[config.mk]
export PLATFORM = sky130hd
export DESIGN_NAME = ft_cmd_bridge
export DESIGN_NICKNAME = d
export VERILOG_FILES = /design/src/rtl/ft_cmd_bridge.sv
export SDC_FILE = /design/constraint.sdc
export NUM_CORES = 1
export LEC_CHECK = 0
export CAP_MARGIN = 20
export CORE_MARGIN = 3
export CORE_UTILIZATION = 50
export DETAILED_ROUTE_END_ITERATION = 10
export DONT_BUFFER_PORTS = 1
export PLACE_DENSITY_LB_ADDON = 0.05
export SYNTH_ARGS = -nofsm -noshare
export SYNTH_HDL_FRONTEND = slang
export SYNTH_SLANG_ARGS = --single-unit
[constraint.sdc]
create_clock -name clk -period 2.64 [get_ports clk]
set_input_delay 0.792 -clock clk [delete_from_list [all_inputs] [get_ports clk]]
set_output_delay 0.792 -clock clk [all_outputs]
set_load 0.02 [all_outputs]
[src/rtl/ft_cmd_bridge.sv]
// ft_cmd_bridge: register-access bridge between the FT245 user-side FIFOs
// and the telemetry checker. Host commands arrive on ui_dout*, responses
// leave on ui_din*. One command is handled at a time.
//
// Optional feature: define FT_BRIDGE_TIMEOUT_EN to abort a WRITE whose data
// words stop arriving for TIMEOUT_CYCLES cycles; the bridge then answers
// with {8'hEE, 8'hFF} and performs no write.
module ft_cmd_bridge #(
    parameter logic [15:0] VERSION        = 16'h0001,
    parameter logic [15:0] TIMEOUT_CYCLES = 16'd4096
) (
    input  logic        clk,
    input  logic        rst_n,
    input  logic [15:0] ui_dout,
    input  logic [1:0]  ui_dout_be,
    input  logic        ui_dout_empty,
    output logic        ui_dout_get,
    output logic [15:0] ui_din,
    output logic [1:0]  ui_din_be,
    output logic        ui_din_valid,
    input  logic        ui_din_full,
    input  logic [31:0] total_packets,
    input  logic [31:0] mismatch_packets,
    input  logic        okay_led,
    input  logic        link_count_okay,
    output logic        reset_counters
);

    localparam logic [1:0] ST_IDLE = 2'd0;
    localparam logic [1:0] ST_WHI  = 2'd1;
    localparam logic [1:0] ST_WLO  = 2'd2;
    localparam logic [1:0] ST_RESP = 2'd3;

    localparam logic [7:0] OP_READ  = 8'h01;
    localparam logic [7:0] OP_WRITE = 8'h02;
    localparam logic [7:0] OP_ERR   = 8'hEE;

    localparam logic [7:0] ADDR_TOTAL    = 8'd0;
    localparam logic [7:0] ADDR_MISMATCH = 8'd1;
    localparam logic [7:0] ADDR_STATUS   = 8'd2;
    localparam logic [7:0] ADDR_CONTROL  = 8'd3;
    localparam logic [7:0] ADDR_SCRATCH  = 8'd4;
    localparam logic [7:0] ADDR_VERSION  = 8'd5;

    // Command/response state
    logic [1:0]  state_q, state_d;
    logic [15:0] resp_hdr_q, resp_hdr_d;
    logic [31:0] data_q, data_d;
    logic [1:0]  idx_q, idx_d;
    logic [1:0]  last_q, last_d;
    logic [31:0] scratch_q, scratch_d;
    logic        rst_cnt_q, rst_cnt_d;

    // Decode helpers
    logic        accepting;
    logic        word_ok;
    logic [7:0]  hdr_op;
    logic [7:0]  hdr_addr;
    logic [7:0]  cur_addr;
    logic [31:0] rd_data;
    logic [15:0] resp_word;
    logic        tmo_hit;

    // Words are only consumed while collecting a command, never during RESP.
    assign accepting   = (state_q != ST_RESP);
    assign ui_dout_get = !ui_dout_empty && accepting;
    // A word with partial byte enables is popped but otherwise ignored.
    assign word_ok     = ui_dout_get && (ui_dout_be == 2'b11);
    assign hdr_op      = ui_dout[15:8];
    assign hdr_addr    = ui_dout[7:0];
    // During a write the header (and thus its address) sits in resp_hdr_q.
    assign cur_addr    = resp_hdr_q[7:0];

`ifdef FT_BRIDGE_TIMEOUT_EN
    logic [15:0] tmo_cnt_q, tmo_cnt_d;
    logic        in_write;

    assign in_write = (state_q == ST_WHI) || (state_q == ST_WLO);

    // Count cycles since the last pop while waiting for write data; a pop
    // restarts the count at 1 so the value equals cycles elapsed.
    always_comb begin
        tmo_cnt_d = 16'd0;
        if (ui_dout_get) begin
            tmo_cnt_d = 16'd1;
        end else if (in_write) begin
            tmo_cnt_d = tmo_cnt_q + 16'd1;
        end
    end

    // Fire when the incremented count reaches the limit, so RESP starts
    // exactly TIMEOUT_CYCLES cycles after the last pop.
    assign tmo_hit = in_write && !ui_dout_get &&
                     ((tmo_cnt_q + 16'd1) == TIMEOUT_CYCLES);

    // Idle counter register
    always_ff @(posedge clk or negedge rst_n) begin
        if (!rst_n) begin
            tmo_cnt_q <= 16'd0;
        end else begin
            tmo_cnt_q <= tmo_cnt_d;
        end
    end
`else
    logic [15:0] unused_timeout;

    assign tmo_hit        = 1'b0;
    assign unused_timeout = TIMEOUT_CYCLES;
`endif

    // Register read mux, indexed by the address of the header being popped
    always_comb begin
        rd_data = 32'hDEADBEEF;
        case (hdr_addr)
            ADDR_TOTAL:    rd_data = total_packets;
            ADDR_MISMATCH: rd_data = mismatch_packets;
            ADDR_STATUS:   rd_data = {30'b0, link_count_okay, okay_led};
            ADDR_CONTROL:  rd_data = 32'h0000_0000;
            ADDR_SCRATCH:  rd_data = scratch_q;
            ADDR_VERSION:  rd_data = {16'b0, VERSION};
            default:       rd_data = 32'hDEADBEEF;
        endcase
    end

    // Command state machine: collect header and write data, perform writes,
    // then step through the response words as the transmit FIFO accepts them
    always_comb begin
        state_d    = state_q;
        resp_hdr_d = resp_hdr_q;
        data_d     = data_q;
        idx_d      = idx_q;
        last_d     = last_q;
        scratch_d  = scratch_q;
        rst_cnt_d  = 1'b0;

        case (state_q)
            ST_IDLE: begin
                if (word_ok) begin
                    idx_d = 2'd0;
                    case (hdr_op)
                        OP_READ: begin
                            resp_hdr_d = ui_dout;
                            data_d     = rd_data;
                            last_d     = 2'd2;
                            state_d    = ST_RESP;
                        end
                        OP_WRITE: begin
                            resp_hdr_d = ui_dout;
                            last_d     = 2'd0;
                            state_d    = ST_WHI;
                        end
                        default: begin
                            resp_hdr_d = {OP_ERR, hdr_addr};
                            last_d     = 2'd0;
                            state_d    = ST_RESP;
                        end
                    endcase
                end
            end

            ST_WHI: begin
                if (word_ok) begin
                    data_d[31:16] = ui_dout;
                    state_d       = ST_WLO;
                end else if (tmo_hit) begin
                    resp_hdr_d = {OP_ERR, 8'hFF};
                    last_d     = 2'd0;
                    idx_d      = 2'd0;
                    state_d    = ST_RESP;
                end
            end

            ST_WLO: begin
                if (word_ok) begin
                    data_d[15:0] = ui_dout;
                    if (cur_addr == ADDR_CONTROL) begin
                        rst_cnt_d = ui_dout[0];
                    end else if (cur_addr == ADDR_SCRATCH) begin
                        scratch_d = {data_q[31:16], ui_dout};
                    end
                    idx_d   = 2'd0;
                    state_d = ST_RESP;
                end else if (tmo_hit) begin
                    resp_hdr_d = {OP_ERR, 8'hFF};
                    last_d     = 2'd0;
                    idx_d      = 2'd0;
                    state_d    = ST_RESP;
                end
            end

            ST_RESP: begin
                if (!ui_din_full) begin
                    if (idx_q == last_q) begin
                        idx_d   = 2'd0;
                        state_d = ST_IDLE;
                    end else begin
                        idx_d = idx_q + 2'd1;
                    end
                end
            end

            default: begin
                state_d = ST_IDLE;
            end
        endcase
    end

    // State and datapath registers
    always_ff @(posedge clk or negedge rst_n) begin
        if (!rst_n) begin
            state_q    <= ST_IDLE;
            resp_hdr_q <= 16'h0000;
            data_q     <= 32'h0000_0000;
            idx_q      <= 2'd0;
            last_q     <= 2'd0;
            scratch_q  <= 32'h0000_0000;
            rst_cnt_q  <= 1'b0;
        end else begin
            state_q    <= state_d;
            resp_hdr_q <= resp_hdr_d;
            data_q     <= data_d;
            idx_q      <= idx_d;
            last_q     <= last_d;
            scratch_q  <= scratch_d;
            rst_cnt_q  <= rst_cnt_d;
        end
    end

    // Select the response word for the current index
    always_comb begin
        resp_word = 16'h0000;
        case (idx_q)
            2'd0:    resp_word = resp_hdr_q;
            2'd1:    resp_word = data_q[31:16];
            2'd2:    resp_word = data_q[15:0];
            default: resp_word = 16'h0000;
        endcase
    end

    assign ui_din_valid   = (state_q == ST_RESP) && !ui_din_full;
    assign ui_din         = (state_q == ST_RESP) ? resp_word : 16'h0000;
    assign ui_din_be      = 2'b11;
    assign reset_counters = rst_cnt_q;

endmodule

### Yosys cells after proc, flatten, opt, wreduce, memory -nomap -nowiden

Index checks and enable logic that the tools add are counted.

* flip-flop bits (word level): 87
* input port bits: 88
* output and inout port bits: 21

* reduce and logical (&&, ||, !) cells: 18
* bitwise gates (word level): 2
* add/subtract/negate cells: 1
* eq/ne operators: 24
* mux-type cells: 24

Operators by type and width (number)
* 32-bit case mux with 6 select lines: 1
* 32-bit two-way mux: 2
* 16-bit case mux with 2 select lines: 2
* 16-bit two-way mux: 3
* 16-bit case mux with 3 select lines: 1
* 8-bit by 2-bit == test with 1-bit output, second input constant: 4
* 8-bit by 3-bit == test with 1-bit output, second input constant: 3
* 2-bit two-way mux: 10
* 8-bit by 1-bit == test with 1-bit output, second input constant: 2
* 2-bit != test, second input constant: 6
* 4-bit AND reduction: 3
* 2-bit == test, second input constant: 4
* 8-bit logical NOT: 1
* 2-bit case mux with 4 select lines: 1
* 5-bit AND reduction: 1
* 2-bit by 1-bit == test with 1-bit output, second input constant: 2
* 2-bit logical NOT: 2
* 2-bit by 1-bit != test with 1-bit output, second input constant: 2
* 2-bit case mux with 2 select lines: 1
* 2-bit nonzero test: 2
* 2-bit OR reduction: 2
* 1-bit logical AND: 3
* 1-bit two-way mux: 3
* 3-bit AND reduction: 1
* 5 further kinds: 7

### Depth between registers and ports, before layout

* word-level depth: 5
* depth in mapped cells: 8
* mapped depth without buffers: 6

### Worst setup path after synthesis

No wires, ideal clock.

* path kind: input port to flip-flop
* start point: input port ui_dout[13]
* end point: register data_q[25]
* required time: 2.515 ns
* arrival: 2.444 ns
* stages on the path: 5
* buffers on the path: 1
* slack: 0.071 ns
* path through: or4_4 or3_4 a21oi_4 buf_12 mux2_4

* longest elaborated chain between the ends: 3

RTL lines
* from (decl): RTL line 14 `input logic [15:0] ui_dout,`
* 8-bit by 1-bit == test with 1-bit output: RTL line 140 `case (hdr_op)`
* 2-bit by 1-bit != test with 1-bit output (no line)
* 4-bit AND reduction (no line)
* to (signal assigned): RTL line 221 `data_q <= data_d;`
* to (decl): RTL line 48 `logic [31:0] data_q, data_d;`

Every way passes these cells.
A chain may end at the register's enable or synchronous reset.

### Worst setup path after layout

* start point: register idx_q[1]
* end point: output port ui_din[13]

* longest elaborated chain between the ends: 3
* elaborated cells on any way between the ends: 5
* classes of those cells: eq/ne (2); mux (2); reduce/logical (1)

RTL lines
* from (decl): RTL line 49 `logic [1:0] idx_q, idx_d;`
* from (signal assigned): RTL line 222 `idx_q <= idx_d;`
* 2-bit == test (tied with other cells): RTL line 232 `case (idx_q)`
* 16-bit case mux with 3 select lines (*): RTL line 232
* 16-bit two-way mux (*): RTL line 241 `assign ui_din = (state_q == ST_RESP) ? resp_word : 16'h0000;`
* to (decl): RTL line 18 `output logic [15:0] ui_din,`

Mark *: on every way between the ends. The rest lies on a longest branch, timed or not.

==> results.sh <==
export IMPL_die_y_um=108
export IMPL_post_route_period_util=1.01
export IMPL_initial_utilization=0.521
export IMPL_antenna_found_initial=0
export IMPL_rsz0062_at_grt="yes"
export IMPL_worstSetupPathType="reg2out"
export IMPL_grt_usage=0.267
export IMPL_cts_max_level=3
export IMPL_instances_no_fill=634
export IMPL_hold_viol=0
export IMPL_nNetsFinal=593
export IMPL_power_density_mw_per_mm2=850
export IMPL_cts_buffers_inserted=9
export IMPL_path_common_cell="buf_4"
export IMPL_synth_edff_count=0
export IMPL_postRouteAntennaNets=0
export IMPL_yosys_warnings=0
export IMPL_totalWireLength_um=15100
export IMPL_drtIter0Drc=325
export IMPL_grt_overflow_total=0
export IMPL_power_mw=4.89
export IMPL_wl_per_cell_um=23.8
export IMPL_firstDrtPassIters=6
export IMPL_setup_tns_ns=-0.0271
export IMPL_cp_top_family="compound AO/OA/AOI/OAI gates"
export IMPL_syn_to_final_growth_pct=11.5
export IMPL_pre_cts_ws_ns=0.0529
export IMPL_viasPerCell=6.37
export IMPL_cp_max_fo=16
export IMPL_ys_ff_latch=86
export IMPL_clock_fmax_mhz=375
export IMPL_antenna_cells=0
export IMPL_clk_pin_slew_ns=0.08
export IMPL_cts_sinks=86
export IMPL_postSynthCellCount=477
export IMPL_slew_headroom=0.641
export IMPL_ys_seq_area_frac=0.417
export IMPL_vias=4041
export IMPL_p_leak_nw=2.57
export IMPL_hold_class="in2async"
export IMPL_crit_path_top_delay_cell="a222oi_1"
export IMPL_critical_path_arrival_ns=1.88
export IMPL_critPathBufInv=2
export IMPL_postCtsHoldBufs=0
export IMPL_ios=109
export IMPL_std_cell_rows=36
export IMPL_fin_crit_ns=2.67
export IMPL_dieArea_mm2=0.0116
export IMPL_synth_adder_area_share=0.0218
export IMPL_synth_top_area_share=0.417
export IMPL_synth_area_leaders="dfrtp_1 42%, mux2_4 10%, mux2_2 8.5%, a222oi_1 3.1%, nor2b_1 2.8%"
export IMPL_dp_cells=614
export IMPL_clockBufferDepth=2
export IMPL_violations="setup timing"
export IMPL_layout_setup_ws_ns=-0.0271
export IMPL_yosys_area_share_simple=0.134
export IMPL_ys_types=60
export IMPL_grt_max_degree=87
export IMPL_fill_cells=854
export IMPL_dp_hpwl_um=10500
export IMPL_slew_violations=0
export IMPL_cp_required_ns=1.85
export IMPL_layout_common_cells="85 x dfrtp_1, 43 x buf_4, 39 x mux2_2, 37 x nand2_1, 35 x mux2_4"
export IMPL_crit_path_max_incr_delay_ns=0.47
export IMPL_drcViolationCount=0
export IMPL_clk_latency_ns=0.36
export IMPL_synth_ff_type="dfrtp_1"
export IMPL_die_width_um=108
export IMPL_cts_tree="done"
export IMPL_synth_area_per_cell_um2=10.8
export IMPL_cap_viol_max_count=0
export IMPL_synthXorXnorAreaFrac=0.00339
export IMPL_muxShareOfSynthArea=0.202
export IMPL_worstMarginPinSlew_ns=0.531
export IMPL_synth_compound_area_share=0.173
export IMPL_fin_skew_ns=0.00639
export IMPL_crit_path_start_kind="flip-flop"
export IMPL_drive_gt1_frac=0.321
export IMPL_cts_root_buf="clkbuf_8"
export IMPL_core_mm2=0.00991
export IMPL_setup_viol=1
export IMPL_port_buffers=0
export IMPL_synth_top_cell_by_area="dfrtp_1"
export IMPL_ir_worst_vdd_uv=388
export IMPL_globalplace_congestion=0.867
export IMPL_grt_pass1_vias=4054
export IMPL_synthesis_area_mm2=0.00516
export IMPL_end_kind="output port"
export IMPL_synth_top_family_by_area="multiplexers"
export IMPL_final_common_cell="dfrtp_1"
export IMPL_cp_cell_sequence="buf_4, ha_4, a222oi_1, nor2_1, buf_4"
export IMPL_status="complete, but fails checks"
export IMPL_grt_first_pass_wirelength_um=23100
export IMPL_async_flop_share=1.00
[synth_stat cells (15+ instances only)]
master	number
nand2_1	37
a222oi_1	16
o21ai_0	18
clkbuf_1	31
o41ai_1	15
nor2b_1	23
a22oi_1	15
mux2_4	35
dfrtp_1	86
nor2_1	34
mux2_2	39
a21oi_1	15
[worst paths after layout]
| check | from | endpoint | slack, ns | cells after the start |
|---|---|---|---|---|
| worst min-delay path | rst_n | scratch_q[27]$_DFFE_PN0P_ | 0.11 | 0 |
| worst max-delay path | idx_q[1]$_DFFE_PN0P_ | ui_din[13] | -0.03 | 5 |
| worst max register to register | state_q[0]$_DFFE_PN0P_ | scratch_q[19]$_DFFE_PN0P_ | 0.18 | 6 |
| min in group clk | resp_hdr_q[8]$_DFFE_PN0P_ | resp_hdr_q[8]$_DFFE_PN0P_ | 0.51 | 1 |
| worst min register to register | resp_hdr_q[8]$_DFFE_PN0P_ | resp_hdr_q[8]$_DFFE_PN0P_ | 0.51 | 1 |
| max in group asynchronous | rst_n | state_q[0]$_DFFE_PN0P_ | 2.38 | 0 |
[stage by stage]
stage | utilization | hold slack (ns) | area [µm²]
6_report | 0.581 | 0.112 | 5760
5_1_grt | 0.581 | 0.0906 | 5760
4_1_cts | 0.576 | 0.0990 | 5710
3_5_place_dp | 0.556 | 0.487 | 5510
3_3_place_gp | 0.556 | 0.476 | 5510
2_1_floorplan | - | 0.449 | 5170
[layer usage]
metal	GRT usage	vias to the layer above	share of wire
li1	-	1812	-
met1	0.365	2037	0.43
met2	0.421	172	0.47
met3	0.0528	20	0.068
met4	0.100	0	0.028
met5	0	-	0
[area by class of cell]
| type | instances | area (µm²) | area share |
|---|---|---|---|
| Tap cell | 133 | 166 | 0.0289 |
| Sequential cell | 86 | 2150 | 0.374 |
| Clock buffer | 13 | 149 | 0.0259 |
| Multi-Input combinational cell | 341 | 2830 | 0.492 |
| Clock inverter | 3 | 20.0 | 0.00348 |
| Timing Repair Buffer | 48 | 399 | 0.0693 |
| Inverter | 10 | 37.5 | 0.00652 |
[registers in the layout, summed over array words and instances (netlist names)]
register	count
last_q	1
scratch_q	32
resp_hdr_q	16
idx_q	2
reset_counters	1
state_q	2
data_q	32
[report_power, final]
group	switching (mW)	internal [mW]
sequential	0.393	1.78
clock	0.483	0.368
combinational	0.906	0.963
total	1.78	3.11
[cell families after synthesis]
kind of cell    Yosys count
xor+xnor                  2
fa+ha+maj                 9
compound gates          114
buf+inv                  51
flops                    86
mux                      82
simple gates            132
other cells               1
[timing repair]
action	4_1_cts	5_1_grt
setup endpoints to repair	16	16
gates cloned	1	0
pin swaps	4	12
setup buffers	1	2
resized for setup	6	4
Note: power is estimated with default switching activity, not from simulation.
